<file path="src/rtl/hazard_fwd_ctrl_pkg.sv">
// Shared types for the hazard / forwarding controller: operand-select encoding
// and the tag-pipeline entry that shadows each EX/MEM/WB instruction.
package hazard_fwd_ctrl_pkg;

  // Specifier fields are stored at this width; REG_W of any instance must not exceed it.
  localparam int unsigned REG_W_MAX = 8;

  localparam logic [1:0] FWD_RF    = 2'b00;
  localparam logic [1:0] FWD_EXMEM = 2'b01;
  localparam logic [1:0] FWD_MEMWB = 2'b10;

  typedef struct packed {
    logic                 valid;
    logic                 wr_en;
    logic                 is_load;
    logic                 rs_used;
    logic                 rt_used;
    logic [REG_W_MAX-1:0] wr_reg;
    logic [REG_W_MAX-1:0] rs;
    logic [REG_W_MAX-1:0] rt;
  } tag_entry_t;

endpackage

</file>
<file path="src/rtl/hazard_fwd_ctrl_if.sv">
// ID-stage instruction description, pipeline control inputs and the
// stall / forwarding decisions returned to the datapath.
interface hazard_fwd_ctrl_if #(
  parameter int unsigned REG_W = 3,
  parameter int unsigned CNT_W = 16
);
  logic             id_valid;
  logic [REG_W-1:0] id_rs;
  logic [REG_W-1:0] id_rt;
  logic             id_rs_used;
  logic             id_rt_used;
  logic             id_wr_en;
  logic [REG_W-1:0] id_wr_reg;
  logic             id_is_load;
  logic             mem_busy;
  logic             flush;
  logic             stall;
  logic [1:0]       fwd_rs_sel;
  logic [1:0]       fwd_rt_sel;
  logic [CNT_W-1:0] stall_cnt;

  modport master (
    output id_valid, id_rs, id_rt, id_rs_used, id_rt_used,
           id_wr_en, id_wr_reg, id_is_load, mem_busy, flush,
    input  stall, fwd_rs_sel, fwd_rt_sel, stall_cnt
  );

  modport slave (
    input  id_valid, id_rs, id_rt, id_rs_used, id_rt_used,
           id_wr_en, id_wr_reg, id_is_load, mem_busy, flush,
    output stall, fwd_rs_sel, fwd_rt_sel, stall_cnt
  );
endinterface

</file>
<file path="src/rtl/hazard_fwd_ctrl_fwd_match.sv">
// fwd_match: does a tag entry write register `spec`? Register 0 is hard-wired
// and never matches when ZERO_REG_FIXED is set.
module hazard_fwd_ctrl_fwd_match
  import hazard_fwd_ctrl_pkg::*;
#(
  parameter int unsigned REG_W          = 3,
  parameter bit          ZERO_REG_FIXED = 1'b1
) (
  input  tag_entry_t       entry,
  input  logic [REG_W-1:0] spec,
  output logic             writes
);
  logic [REG_W_MAX-1:0] spec_x;
  logic                 unused_fields;

  assign spec_x = REG_W_MAX'(spec);
  assign writes = entry.valid & entry.wr_en & (entry.wr_reg == spec_x)
                & ~(ZERO_REG_FIXED & (spec == '0));

  assign unused_fields = ^{entry.is_load, entry.rs_used, entry.rt_used, entry.rs, entry.rt};
endmodule

</file>
<file path="src/rtl/hazard_fwd_ctrl.sv">
// Load-use stall detection and EX operand forwarding, driven by a private
// three-stage tag pipeline (EX, MEM, WB) that mirrors the datapath.
module hazard_fwd_ctrl
  import hazard_fwd_ctrl_pkg::*;
#(
  parameter int unsigned REG_W          = 3,
  parameter bit          ZERO_REG_FIXED = 1'b1,
  parameter int unsigned CNT_W          = 16
) (
  input  logic               clk,
  input  logic               rst,
  hazard_fwd_ctrl_if.slave   bus
);
  tag_entry_t       ex_q, mem_q, wb_q, id_entry;
  logic [CNT_W-1:0] cnt_q;
  logic             stall_c;
  logic             mem_wr_rs, mem_wr_rt, wb_wr_rs, wb_wr_rt;
  logic             ex_wr_id_rs, ex_wr_id_rt;
  logic             unused_fields;

  hazard_fwd_ctrl_fwd_match #(.REG_W(REG_W), .ZERO_REG_FIXED(ZERO_REG_FIXED)) u_mem_rs (
    .entry(mem_q), .spec(REG_W'(ex_q.rs)), .writes(mem_wr_rs));
  hazard_fwd_ctrl_fwd_match #(.REG_W(REG_W), .ZERO_REG_FIXED(ZERO_REG_FIXED)) u_mem_rt (
    .entry(mem_q), .spec(REG_W'(ex_q.rt)), .writes(mem_wr_rt));
  hazard_fwd_ctrl_fwd_match #(.REG_W(REG_W), .ZERO_REG_FIXED(ZERO_REG_FIXED)) u_wb_rs (
    .entry(wb_q), .spec(REG_W'(ex_q.rs)), .writes(wb_wr_rs));
  hazard_fwd_ctrl_fwd_match #(.REG_W(REG_W), .ZERO_REG_FIXED(ZERO_REG_FIXED)) u_wb_rt (
    .entry(wb_q), .spec(REG_W'(ex_q.rt)), .writes(wb_wr_rt));
  hazard_fwd_ctrl_fwd_match #(.REG_W(REG_W), .ZERO_REG_FIXED(ZERO_REG_FIXED)) u_ex_id_rs (
    .entry(ex_q), .spec(bus.id_rs), .writes(ex_wr_id_rs));
  hazard_fwd_ctrl_fwd_match #(.REG_W(REG_W), .ZERO_REG_FIXED(ZERO_REG_FIXED)) u_ex_id_rt (
    .entry(ex_q), .spec(bus.id_rt), .writes(ex_wr_id_rt));

  // Load in EX feeding a source the ID instruction reads; a flush cancels it.
  assign stall_c = bus.id_valid & ~bus.flush & ex_q.is_load
                 & ((bus.id_rs_used & ex_wr_id_rs) | (bus.id_rt_used & ex_wr_id_rt));

  always_comb begin
    id_entry         = '0;
    id_entry.valid   = bus.id_valid & ~stall_c & ~bus.flush;
    id_entry.wr_en   = bus.id_wr_en;
    id_entry.is_load = bus.id_is_load;
    id_entry.rs_used = bus.id_rs_used;
    id_entry.rt_used = bus.id_rt_used;
    id_entry.wr_reg  = REG_W_MAX'(bus.id_wr_reg);
    id_entry.rs      = REG_W_MAX'(bus.id_rs);
    id_entry.rt      = REG_W_MAX'(bus.id_rt);
  end

  // Youngest producer (MEM) wins over WB.
  always_comb begin
    bus.fwd_rs_sel = FWD_RF;
    bus.fwd_rt_sel = FWD_RF;
    if (ex_q.valid && ex_q.rs_used) begin
      if (mem_wr_rs)     bus.fwd_rs_sel = FWD_EXMEM;
      else if (wb_wr_rs) bus.fwd_rs_sel = FWD_MEMWB;
    end
    if (ex_q.valid && ex_q.rt_used) begin
      if (mem_wr_rt)     bus.fwd_rt_sel = FWD_EXMEM;
      else if (wb_wr_rt) bus.fwd_rt_sel = FWD_MEMWB;
    end
  end

  always_ff @(posedge clk) begin
    if (rst) begin
      ex_q  <= '0;
      mem_q <= '0;
      wb_q  <= '0;
      cnt_q <= '0;
    end else if (!bus.mem_busy) begin
      ex_q  <= id_entry;
      mem_q <= ex_q;
      wb_q  <= mem_q;
      if (stall_c && (cnt_q != '1)) cnt_q <= cnt_q + CNT_W'(1);
    end
  end

  assign bus.stall     = stall_c;
  assign bus.stall_cnt = cnt_q;

  assign unused_fields = ^{mem_q.is_load, mem_q.rs_used, mem_q.rt_used, mem_q.rs, mem_q.rt,
                           wb_q.is_load, wb_q.rs_used, wb_q.rt_used, wb_q.rs, wb_q.rt};
endmodule
</file>
<file path="src/flat_wrapper.sv">
// flat-port wrapper written by rule: the top's interface ports become plain ports
module hazard_fwd_ctrl_flat import hazard_fwd_ctrl_pkg::*;
#(
  parameter int unsigned REG_W          = 3,
  parameter bit          ZERO_REG_FIXED = 1'b1,
  parameter int unsigned CNT_W          = 16
)
  (clk, rst, bus_id_valid, bus_id_rs, bus_id_rt, bus_id_rs_used, bus_id_rt_used, bus_id_wr_en, bus_id_wr_reg, bus_id_is_load, bus_mem_busy, bus_flush, bus_stall, bus_fwd_rs_sel, bus_fwd_rt_sel, bus_stall_cnt);
  hazard_fwd_ctrl_if #(.REG_W(REG_W), .CNT_W(CNT_W)) bus_i ();
  input  logic clk;
  input  logic rst;
  input wire logic [$bits(bus_i.id_valid)-1:0] bus_id_valid;
  input wire logic [$bits(bus_i.id_rs)-1:0] bus_id_rs;
  input wire logic [$bits(bus_i.id_rt)-1:0] bus_id_rt;
  input wire logic [$bits(bus_i.id_rs_used)-1:0] bus_id_rs_used;
  input wire logic [$bits(bus_i.id_rt_used)-1:0] bus_id_rt_used;
  input wire logic [$bits(bus_i.id_wr_en)-1:0] bus_id_wr_en;
  input wire logic [$bits(bus_i.id_wr_reg)-1:0] bus_id_wr_reg;
  input wire logic [$bits(bus_i.id_is_load)-1:0] bus_id_is_load;
  input wire logic [$bits(bus_i.mem_busy)-1:0] bus_mem_busy;
  input wire logic [$bits(bus_i.flush)-1:0] bus_flush;
  output wire logic [$bits(bus_i.stall)-1:0] bus_stall;
  output wire logic [$bits(bus_i.fwd_rs_sel)-1:0] bus_fwd_rs_sel;
  output wire logic [$bits(bus_i.fwd_rt_sel)-1:0] bus_fwd_rt_sel;
  output wire logic [$bits(bus_i.stall_cnt)-1:0] bus_stall_cnt;
  assign bus_i.id_valid = bus_id_valid;
  assign bus_i.id_rs = bus_id_rs;
  assign bus_i.id_rt = bus_id_rt;
  assign bus_i.id_rs_used = bus_id_rs_used;
  assign bus_i.id_rt_used = bus_id_rt_used;
  assign bus_i.id_wr_en = bus_id_wr_en;
  assign bus_i.id_wr_reg = bus_id_wr_reg;
  assign bus_i.id_is_load = bus_id_is_load;
  assign bus_i.mem_busy = bus_mem_busy;
  assign bus_i.flush = bus_flush;
  assign bus_stall = bus_i.stall;
  assign bus_fwd_rs_sel = bus_i.fwd_rs_sel;
  assign bus_fwd_rt_sel = bus_i.fwd_rt_sel;
  assign bus_stall_cnt = bus_i.stall_cnt;
  hazard_fwd_ctrl #(.REG_W(REG_W), .ZERO_REG_FIXED(ZERO_REG_FIXED), .CNT_W(CNT_W)) u_core (.clk(clk), .rst(rst), .bus(bus_i));
endmodule
</file>
<file path="config.mk">
export PLATFORM = sky130hd
export DESIGN_NAME = hazard_fwd_ctrl_flat
export DESIGN_NICKNAME = d
export VERILOG_FILES = /design/src/rtl/hazard_fwd_ctrl_pkg.sv /design/src/rtl/hazard_fwd_ctrl_if.sv /design/src/rtl/hazard_fwd_ctrl_fwd_match.sv /design/src/rtl/hazard_fwd_ctrl.sv /design/src/flat_wrapper.sv
export SDC_FILE = /design/constraint.sdc
export NUM_CORES = 1
export LEC_CHECK = 0
export ABC_AREA = 1
export CORE_ASPECT_RATIO = 1.4
export CORE_UTILIZATION = 31
export CTS_BUF_LIST = sky130_fd_sc_hd__clkbuf_16
export DETAILED_ROUTE_END_ITERATION = 8
export HOLD_SLACK_MARGIN = 0.1
export PLACE_DENSITY_LB_ADDON = 0.25
export SYNTH_ARGS = -nofsm -noshare
export SYNTH_HDL_FRONTEND = slang
export SYNTH_SLANG_ARGS = --single-unit
export TNS_END_PERCENT = 20
</file>
<file path="constraint.sdc">
create_clock -name clk -period 2 [get_ports clk]
set_input_delay 0.4 -clock clk [delete_from_list [all_inputs] [get_ports clk]]
set_output_delay 0.4 -clock clk [all_outputs]
set_load 0.02 [all_outputs]
</file>
==> results by group <==
Worst setup path
  – Crit path DAT: 1.55 ns
  – Crit. End Element: primary output
  – Slowest CP cell: dfxtp_1
  – Crit path cell chain: inv_1 > nand2_1 > nand3_1 > nor4_2 > nor2b_1 > clkdlybuf4s15_2
  – Crit-path max cell delay: 0.35 ns
  – Crit Path Max Fanout: 3
  – R2R setup slack: 0.38 ns
  – Crit path kind: register to primary output
  – Worst Setup Start Kind: register
  – WP data required: 1.60 ns

Place
  – Port Buffers: 38
  – Number of instances in the placed design: 482
  – Detailed placement HPWL: 4560 um
  – Global placement routability congestion: 0.847

Synthesis
  – Cell taking the most area after synthesis: dfxtp_1
  – Mapped Avg Cell Area: 6.59 um^2
  – #FFs+latches synth: 40
  – Fraction of registers with async set/reset: 0%
  – Top cells by area, synth: dfxtp_1 (36%), nand2_1 (12%), a21oi_1 (7.8%), nor2_1 (7.5%), o21ai_0 (6.6%)
  – Most used flip-flop cell after synthesis: dfxtp_1
  – Post-synthesis cell count: 333
  – Number of flops mapped to enable cells by yosys: 0
  – Register area share after synthesis: 36.5%
  – Cell Area, Synth: 2190 um^2
  – Yosys warning total: 0
  – Top-area cell type share of the netlist area: 36.5%
  – Cell variety after synth: 25
  – Synth Net Count: 352

Global routing
  – Grt ovf: 0
  – GR Util met2: 33.0%
  – Largest net degree at the start of global routing: 29
  – Initial antenna violation count: 0
  – Met1 GRT Util: 18.9%
  – Busiest grt layer: met2
  – Number of global-route vias before repair: 2,253
  – Met3 usage: 3.08%
  – Total GRT Usage: 17.7%
  – First-pass GRT wire length: 10,100 um

Floorplan
  – Die Wd: 73.1 um
  – CORE AREA: 6700 um^2
  – Initial Util: 32.8%
  – # rows: 35
  – Die area: 7420 um^2
  – Boundary Pins: 39
  – Die height: 102 um

Pwr
  – Worst vdd ir: 0.484 mV
  – Total power: 0.00198 W
  – Power per Cell Area: 648 nW/um^2
  – Leak: 1.29 nW

CTS
  – CTS tree: done
  – Hold-fix buffers, CTS: 0
  – Clk slew on worst S/H paths: 0.06 ns
  – CTS buffer count: 5
  – Clock Latency Late Sink: 0.28 ns
  – Clock root buffer master: clkbuf_16
  – Clock Tree Buf Depth: 2
  – H-tree depth: 2
  – Post-CTS setup buffer count: 0
  – CTS Sinks: 40

Final layout
  – Most frequent cells in the layout: nand2_1 (71), nor2_1 (44), dfxtp_1 (38)
  – Layout Cells excl Fill: 490
  – Layout cell share with drive strength beyond 1: 13.8%
  – Fill cells: 703
  – # diodes: 0
  – Area Overhead vs Synth: 39.3%
  – Commonest non-fill, non-tap cell in the layout: nand2_1
  – Fin util: 45.6%
  – Nets: 416

Run status
  – Status: completed

Drt
  – DR iter-0 viols: 108
  – Via density: 4.83
  – Pre-antenna DRT Iters: 4
  – Drt wl/cell: 12.4 um
  – Total wire length: 6060 um
  – Residual DRC: 0
  – Routed vias: 2,368
  – DRT antenna net count: 0

Timing
  – RSZ-0062 raised after global routing: yes
  – Rel. slew slack: 80.5%
  – Final setup viols: 0
  – Min Clock Period, post-route: 1.95 ns
  – Clk_skew: 0.00669 ns
  – Fmax: 513 MHz
  – Final hold violations: 0
  – Slew @ Worst Pin: 0.291 ns
  – Worst Hold Slack: 0.442 ns
  – Final Cycle Share: 97.5%
  – Max-slew violations: 0

Flow run
  – Max-cap viol count: 0

Worst hold path
  – Hold Crit Class: input pin to register
## Yosys cell counts (all sizes together) (2+ instances only)
library cell / instances
nor3: 4
clkbuf: 8
buf: 4
dfxtp: 40
nand2: 74
nor4: 2
nand4: 23
nand3: 14
a21oi: 34
inv: 37
nor2: 46
xor2: 9
o21ai: 29
xnor2: 4
## worst paths after layout
path	startpoint	end	cells past startpoint
setup / recovery	u_core.ex_q[10]	bus_fwd_rs_sel[0]	6
setup reg to reg	u_core.ex_q[16]	u_core.bus.stall_cnt[2]	11
hold reg to reg	u_core.ex_q[26]	u_core.ex_q[26]	2
hold / removal	bus_id_rs_used	u_core.ex_q[25]	3
## flip-flops by register name, summed over array words and instances (netlist names)
| signal | flops |
|---|---|
| u_core.ex_q | 14 |
| u_core.bus.stall_cnt | 16 |
| u_core.wb_q | 5 |
| u_core.mem_q | 5 |
## logic make-up (layout without fill, tap and decap cells)
group                    count (synthesis)  count (layout)  share of synthesized area (%)
flip-flops                              40              40                           36.5
XOR/XNOR                                13              13                           5.19
adder cells (fa/ha/maj)                  1               1                          0.570
AND/OR/NAND/NOR                        164             164                           33.3
buffers and inverters                   49             114                           9.06
AO/OA/AOI/OAI                           66              66                           15.4
## stage by stage
step	area, um^2	TNS (ns)	setup WS (ns)
floorplan	2190	0	0.288
global placement	2880	-2.28	-0.481
detailed placement	2880	-2.15	-0.483
CTS	3050	-0.0302	-0.0177
global route	3060	-0.0222	-0.0222
finish	3060	0	0.0502
## power breakdown
group / internal (W) / switching (W)
logic: 0.000107 / 0.000118
registers: 0.000830 / 0.0000288
clock network: 0.000580 / 0.000317
total: 0.00152 / 0.000464
## critical path, delay by kind of cell (launching register included)
family | cells | cell delay (ns)
buffers and inverters | 2 | 0.35
DFF | 1 | 0.35
and+or+nand+nor | 4 | 0.57
## layout make-up
class                           count  area, um^2  share of cell area, %
Clock buffer                        5         125                   4.09
Clock inverter                      3        37.5                   1.23
Inverter                           37         139                   4.54
Multi-Input combinational cell    244        1210                   39.7
Sequential cell                    40         803                   26.3
Tap cell                           92         115                   3.76
Timing Repair Buffer               69         624                   20.4
## timing repair
action | 4_1_cts | 5_1_grt
endpoints found under the setup margin | 5 | 5
pin swaps | 0 | 4
resized for setup | 18 | 14
## metal layers
layer / vias up / share of wire [%]
met1: 1076 / 41
met2: 50 / 53
met4: 0 / 2.9
met5: - / 0
met3: 13 / 2.9
li1: 1229 / -
No activity file was read; power rests on OpenSTA's default activity.
